## config.mk

```make
export PLATFORM = sky130hd
export DESIGN_NAME = counter_sequencer
export DESIGN_NICKNAME = d
export VERILOG_FILES = /design/src/rtl/counter_sequencer_pkg.sv /design/src/rtl/counter_sequencer_core.sv /design/src/rtl/counter_sequencer.sv
export SDC_FILE = /design/constraint.sdc
export NUM_CORES = 1
export LEC_CHECK = 0
export ABC_AREA = 1
export BUFFER_PORTS_ARGS = -buffer_cell sky130_fd_sc_hd__buf_2
export CAP_MARGIN = 20
export CORE_MARGIN = 8
export CORE_UTILIZATION = 54
export CTS_CLUSTER_DIAMETER = 50
export DETAILED_ROUTE_END_ITERATION = 16
export PLACE_DENSITY = 0.9
export SYNTH_ARGS = -nofsm -noshare
export SYNTH_HDL_FRONTEND = slang
export SYNTH_SLANG_ARGS = --single-unit
```

## constraint.sdc

```tcl
create_clock -name clk -period 2.55 [get_ports clk]
set_clock_uncertainty 0.2 [all_clocks]
set_input_delay 0.6375 -clock clk [delete_from_list [all_inputs] [get_ports clk]]
set_output_delay 0.6375 -clock clk [all_outputs]
set_load 0.05 [all_outputs]
```

## src/rtl/counter_sequencer_pkg.sv

```systemverilog
// Shared types and defaults for the counter sequencer slice.
// State encoding is fixed and visible on the state output.
package counter_sequencer_pkg;

  localparam int unsigned DEFAULT_WIDTH = 6;

  typedef enum logic [1:0] {
    ST_IDLE = 2'd0,
    ST_RUN  = 2'd1,
    ST_HOLD = 2'd2,
    ST_DONE = 2'd3
  } state_t;

endpackage

```

## src/rtl/counter_sequencer_core.sv

```systemverilog
// Count register: synchronous clear, load, or single +/-1 step per edge.
// Clear has priority over load, load over step; otherwise the count holds.
module counter_core #(
  parameter int unsigned WIDTH = 6
) (
  input  logic             clk,
  input  logic             clear_n,
  input  logic             i_clr,
  input  logic             i_load,
  input  logic [WIDTH-1:0] i_load_val,
  input  logic             i_step,
  input  logic             i_down,
  output logic [WIDTH-1:0] o_count
);

  logic [WIDTH-1:0] r_count;

  always_ff @(posedge clk) begin
    if (!clear_n || i_clr) begin
      r_count <= '0;
    end else if (i_load) begin
      r_count <= i_load_val;
    end else if (i_step) begin
      r_count <= i_down ? r_count - 1'b1 : r_count + 1'b1;
    end
  end

  assign o_count = r_count;

endmodule

```

## src/rtl/counter_sequencer.sv

```systemverilog
// Counter sequencer: config registers, IDLE/RUN/HOLD/DONE FSM and Moore
// decode of busy/tick/done around a counter_core datapath.
module counter_sequencer
  import counter_sequencer_pkg::*;
#(
  parameter int unsigned WIDTH = DEFAULT_WIDTH
) (
  input  logic             clk,
  input  logic             clear_n,
  input  logic             cfg_we,
  input  logic [WIDTH-1:0] cfg_limit,
  input  logic             cfg_down,
  input  logic             cfg_periodic,
  input  logic             start,
  input  logic             pause,
  input  logic             stop,
  output logic [WIDTH-1:0] count,
  output logic [1:0]       state,
  output logic             busy,
  output logic             tick,
  output logic             done
);

  state_t           r_state;
  state_t           w_next;
  logic [WIDTH-1:0] r_limit;
  logic             r_down;
  logic             r_periodic;

  logic [WIDTH-1:0] w_count;
  logic [WIDTH-1:0] w_term;
  logic [WIDTH-1:0] w_start_val;
  logic             w_at_term;
  logic             w_clr;
  logic             w_load;
  logic             w_step;
  logic             w_cfg_take;

  assign w_term      = r_down ? '0 : r_limit;
  assign w_start_val = r_down ? r_limit : '0;
  assign w_at_term   = (w_count == w_term);

  // Priority stop > pause > start > cfg_we; pause only freezes/blocks, never loads.
  always_comb begin
    w_next     = r_state;
    w_clr      = 1'b0;
    w_load     = 1'b0;
    w_step     = 1'b0;
    w_cfg_take = 1'b0;
    if (stop) begin
      w_next = ST_IDLE;
      w_clr  = 1'b1;
    end else begin
      case (r_state)
        ST_IDLE, ST_DONE: begin
          if (start && !pause) begin
            w_next = ST_RUN;
            w_load = 1'b1;
          end else if (cfg_we) begin
            w_cfg_take = 1'b1;
          end
        end
        ST_RUN: begin
          if (pause) begin
            w_next = ST_HOLD;
          end else if (w_at_term) begin
            if (r_periodic) w_load = 1'b1;
            else            w_next = ST_DONE;
          end else begin
            w_step = 1'b1;
          end
        end
        ST_HOLD: begin
          if (!pause) w_next = ST_RUN;
        end
        default: w_next = ST_IDLE;
      endcase
    end
  end

  always_ff @(posedge clk) begin
    if (!clear_n) begin
      r_state    <= ST_IDLE;
      r_limit    <= '1;
      r_down     <= 1'b0;
      r_periodic <= 1'b1;
    end else begin
      r_state <= w_next;
      if (w_cfg_take) begin
        r_limit    <= cfg_limit;
        r_down     <= cfg_down;
        r_periodic <= cfg_periodic;
      end
    end
  end

  counter_core #(
    .WIDTH (WIDTH)
  ) u_core (
    .clk        (clk),
    .clear_n    (clear_n),
    .i_clr      (w_clr),
    .i_load     (w_load),
    .i_load_val (w_start_val),
    .i_step     (w_step),
    .i_down     (r_down),
    .o_count    (w_count)
  );

  assign count = w_count;
  assign state = r_state;
  assign busy  = (r_state == ST_RUN) || (r_state == ST_HOLD);
  assign tick  = (r_state == ST_RUN) && w_at_term;
  assign done  = (r_state == ST_DONE);

endmodule
```

# Word level (Yosys, flattened, before mapping)

Index checks and enable logic that the tools add are counted.

Register bits after elaboration: 16
Input port bits: 14
Output and inout bits: 11
Logic and storage cells: 53

Add/sub/neg operators: 2
Eq/ne operators: 8
Mux-type cells: 26
Bitwise operators: 1
Reduce and logical (&&, ||, !) cells: 11

Operators with widths:

| operator                                         | number |
|---|---|
| 2-to-1 mux 6 bit                                 | 5 |
| 2-to-1 mux 1 bit                                 | 14 |
| 2-to-1 mux 2 bit                                 | 5 |
| adder 6 x 1 -> 6 bit, second input constant      | 1 |
| == test 6 bit                                    | 1 |
| inequality test 3 bit, second input constant     | 2 |
| case mux 2 bit (3 select lines)                  | 1 |
| subtractor 6 x 1 -> 6 bit, second input constant | 1 |
| == test 2 bit, second input constant             | 2 |
| inequality test 2 bit, second input constant     | 2 |
| AND reduction 4 bit                              | 1 |
| OR reduction 2 bit                               | 2 |
| == test 2 x 1 -> 1 bit, second input constant    | 1 |
| logical AND 1 bit                                | 2 |
| logical NOT 1 bit                                | 2 |
| logical NOT 2 bit                                | 1 |
| logical OR 1 bit                                 | 2 |
| case mux 1 bit (2 select lines)                  | 1 |
| nonzero test 2 bit                               | 1 |
| NOT 1 bit                                        | 1 |

# Logic depth before layout (Yosys ltp)

Word-level depth: 8
Mapped depth: 14
Mapped depth without buffers: 13

# Hierarchy

Synthesis repeated with hierarchy kept, for this count alone.

Cells, all modules: 182
Area, all modules: 1203.7 sq um

Modules (own cells, without submodules):

| module            | instances | cells each | area an instance (sq um) | sequential area each (sq um) |
|---|---|---|---|---|
| counter_sequencer | 1         | 113        | 720.7                    | 200.2 |
| counter_core      | 1         | 69         | 483.0                    | 120.1 |

# Worst setup path after synthesis

No wires, ideal clock.

Kind: register -> output
Start: register u_core.r_count[1] (netlist: u_core.o_count[1])
End: output tick
Arrival time: 1850 ps
Data required time: 1712 ps
Slack: -138 ps
Cell stages (with the launch flop): 7
Buffers on the path: 0
Path through: dfxtp_1 > inv_1 > nand3_2 > nand2_1 > nor2_1 > nand3_1 > nor2_1

Longest elaborated chain between the ends: 2

RTL lines:

| what                   | line                         | RTL |
|---|---|---|
| from (decl)            | counter_sequencer_core.sv:16 | `logic [WIDTH-1:0] r_count;` |
| from (signal assigned) | counter_sequencer_core.sv:22 | `r_count <= i_load_val;` |
| from (signal assigned) | counter_sequencer_core.sv:24 | `r_count <= i_down ? r_count - 1'b1 : r_count + 1'b1;` |
| == test 6 bit          | counter_sequencer.sv:41      | `assign w_at_term = (w_count == w_term);` |
| logical AND 1 bit      | counter_sequencer.sv:113     | `assign tick = (r_state == ST_RUN) && w_at_term;` |
| to (decl)              | counter_sequencer.sv:20      | `output logic tick,` |

No other way between the ends.

# Final worst setup path

Start: register u_core.r_count[2] (netlist: u_core.o_count[2])
End: output tick

The elaborated chain is that of the path after synthesis.

==> impl_results.md <==
* Status: completed
* Worst slew margin at 0.755
* DR iter-0 viols at 55
* Async SR Flop Fraction at 0
* I/O pins at 25
* Antenna Nets Post-Route at 0
* Vias in the first global route at 1200
* Post-synth EDFFs at 0
* Buffers added on ports at 24
* CP Cell Sequence: inv_1, nand3_1, nand2_1, nor2_1, nand3_1, nor2_2, clkbuf_4
* Ant. Diodes at 0
* Post-cts sizing count at 0
* Final wirelength at about 3.0 mm
* Worst Path Buf+Inv at 2
* Clk_lat worst skew at 0.30 ns
* CP delay by family, top: simple AND/OR/NAND/NOR gates
* Synth top area share at 0.251
* Drt wl/cell at around 12 um
* Min setup slack post-route at 0.0882 ns
* Lkg Pwr at between 0.7 and 0.8 nW
* Initial core utilization at 0.571
* Inserted Clock Buffers at 3
* Die area at 0.00418 mm^2
* TritonCTS clock tree: built
* Final setup fails at 0
* Max incr delay on CP at 0.47 ns
* Routability cong. at approximately 0.86
* Layout Area Growth over Synthesis at 12.8%
* Synth area leader: dfxtp_1
* Post-CTS setup buffers at 0
* CP max-delay cell: dfxtp_1
* FF+latch count, synth at 16
* Worst endpoint required time at between 1.5 and 2 ns
* Top-count cell post-synth: nand2_1
* Initial antenna violation count at 0
* First-pass GRT wire length at 5.13 mm
* Clk slew on worst S/H paths at between 0.1 and 0.15 ns
* Pins over their slew limit at 0
* R2R cell count at 13
* Seq/Total Area, Yosys at 0.251
* DP Area at 0.00140 mm^2
* Overall die width at 64.6 um
* Hold Crit Class: flip-flop to flip-flop
* Core Rows at 17
* WP depth at 7
* Synth Area per Inst at roughly 6.6 um^2
* Synth area leaders: dfxtp_1, nand2_1, nand3_1
* Tmin final at between 2 and 2.5 ns
* Final HPWL DP at ~2.3 mm
* Setup crit end kind: output pin
* Dominant synthesized flop cell: dfxtp_1
* Syn_nets at about 220
* Synth cell types at 27
* Largest net degree at the start of global routing at 18
* Fin crit share at 0.965
* Pre-CTS WS at roughly 0.39 ns
* FMAX at between 400 and 500 MHz
* Pwr/cell area at between 400 and 500 mW/mm^2
* Clk sinks at 16
* Setup crit start kind: flip-flop
* Nets at about 240
* YS warnings at 0
* CTS H-Tree Depth at 1
* Worst path most repeated cell: nand3_1
* Tot GR Track Use at 0.149
* Setup CP Type: flip-flop to output pin
* Reg area at 324 um^2
* Synthesized cell area at around 0.0013 mm^2
* Congestion Overflow GR at 0
* Syn Inst Count at roughly 190
* Hold Vio Cnt, Final at 0
* CTS Root Cell: clkbuf_4
* Worst hold stages at 2
* Fill cell count at 209
* CTS Hold Bufs at 0
* Clock tree buffer depth at 2
* Worst slew pin tran at between 0.3 and 0.4 ns
* TritonRoute pass-1 iters at 4
* Layout cells sized above 1 at 0.216
* Worst-path fanout max at 6
* Core area at approximately 0.0022 mm^2
* Critical Path AT at ~1.6 ns
* Area of the multi-input gates at 828 um^2
* Final Cell Area at roughly 0.0014 mm^2
* Post-synth top cells: nand2_1, nand3_1, nor2_1
* Via count at about 1300
* Die H at approximately 65 um
* Max IR drop VDD at 0.301 mV
* Max-capacitance violation count at 0
* Vias per cell at 5.15
* Drc violations at 0
==> path summary, 6_finish.rpt <==
check                          from           endpoint  slack (ns)
setup / recovery  u_core.o_count[2]               tick        0.09
hold / removal           r_periodic         r_periodic        0.30
setup reg to reg           state[1]  u_core.o_count[3]        0.47
hold reg to reg          r_periodic         r_periodic        0.30
==> worst reg2reg max path: cells and delay by family, from the launching register on <==
family,cells,cell delay (ns)
AND/OR/NAND/NOR,9,1.01
flip-flops,1,0.38
buffers and inverters,3,0.22
adder cells (fa/ha/maj),1,0.17
==> state kept, by name (all words and copies together), names as in the netlist <==
name,cells
u_core.o_count,6
r_limit,6
r_periodic,1
state,2
r_down,1
==> per-layer routing <==
layer | global-route usage | vias to the layer above | wire length, um
li1 | - | 674 | -
met1 | 0.180 | 551 | 1340
met2 | 0.247 | 38 | 1450
met3 | 0.0326 | 5 | 172
met4 | 0.0627 | 0 | 40
met5 | 0 | - | 0
==> kinds of logic (layout without fill, tap and decap cells) <==
group,after synthesis,in the layout,synth area share
XOR/XNOR,4,4,0.0275
flip-flops,16,16,0.251
adder cells (fa/ha/maj),9,9,0.0941
AO/OA/AOI/OAI,23,23,0.0951
AND/OR/NAND/NOR,117,117,0.430
buffers and inverters,24,49,0.102
==> cell usage in the layout (no fill, tap or decap), drive strengths merged <==
cell type / instances
a21o: 1
a21oi: 13
a31oi: 1
and2: 1
buf: 25
clkbuf: 5
dfxtp: 16
fa: 1
ha: 8
inv: 19
nand2: 61
nand3: 28
nand3b: 4
nand4: 2
nor2: 21
o21a: 1
o21ai: 7
xnor2: 1
xor2: 3
==> stage by stage <==
| step | util | hold slack [ns] | TNS [ns] | std cells | power (W) |
|---|---|---|---|---|---|
| finish | 0.645 | 0.295 | 0 | 246 | 0.000625 |
| global route | 0.645 | 0.324 | -0.0145 | 246 | 0.000660 |
| floorplan | - | 0.242 | 0 | 193 | 0.000416 |
| CTS | 0.642 | 0.296 | 0 | 246 | 0.000621 |
| detailed placement | 0.626 | 0.268 | 0 | 242 | 0.000447 |
| global placement | 0.626 | 0.273 | 0 | 242 | 0.000443 |
==> area by class of cell <==
type,instances,area share
clock buffers,4,0.0252
inverters,19,0.0547
multi-input cells,153,0.575
flip-flops and latches,16,0.225
well taps,28,0.0243
repair buffers,26,0.0956
==> power breakdown <==
group / internal [W] / switching, W / total (W)
sequential: 0.000263 / 0.0000179 / 0.000281
combinational: 0.0000588 / 0.000104 / 0.000163
clock: 0.0000872 / 0.0000937 / 0.000181
total: 0.000409 / 0.000216 / 0.000625
Note: power is estimated with default switching activity, not from simulation.
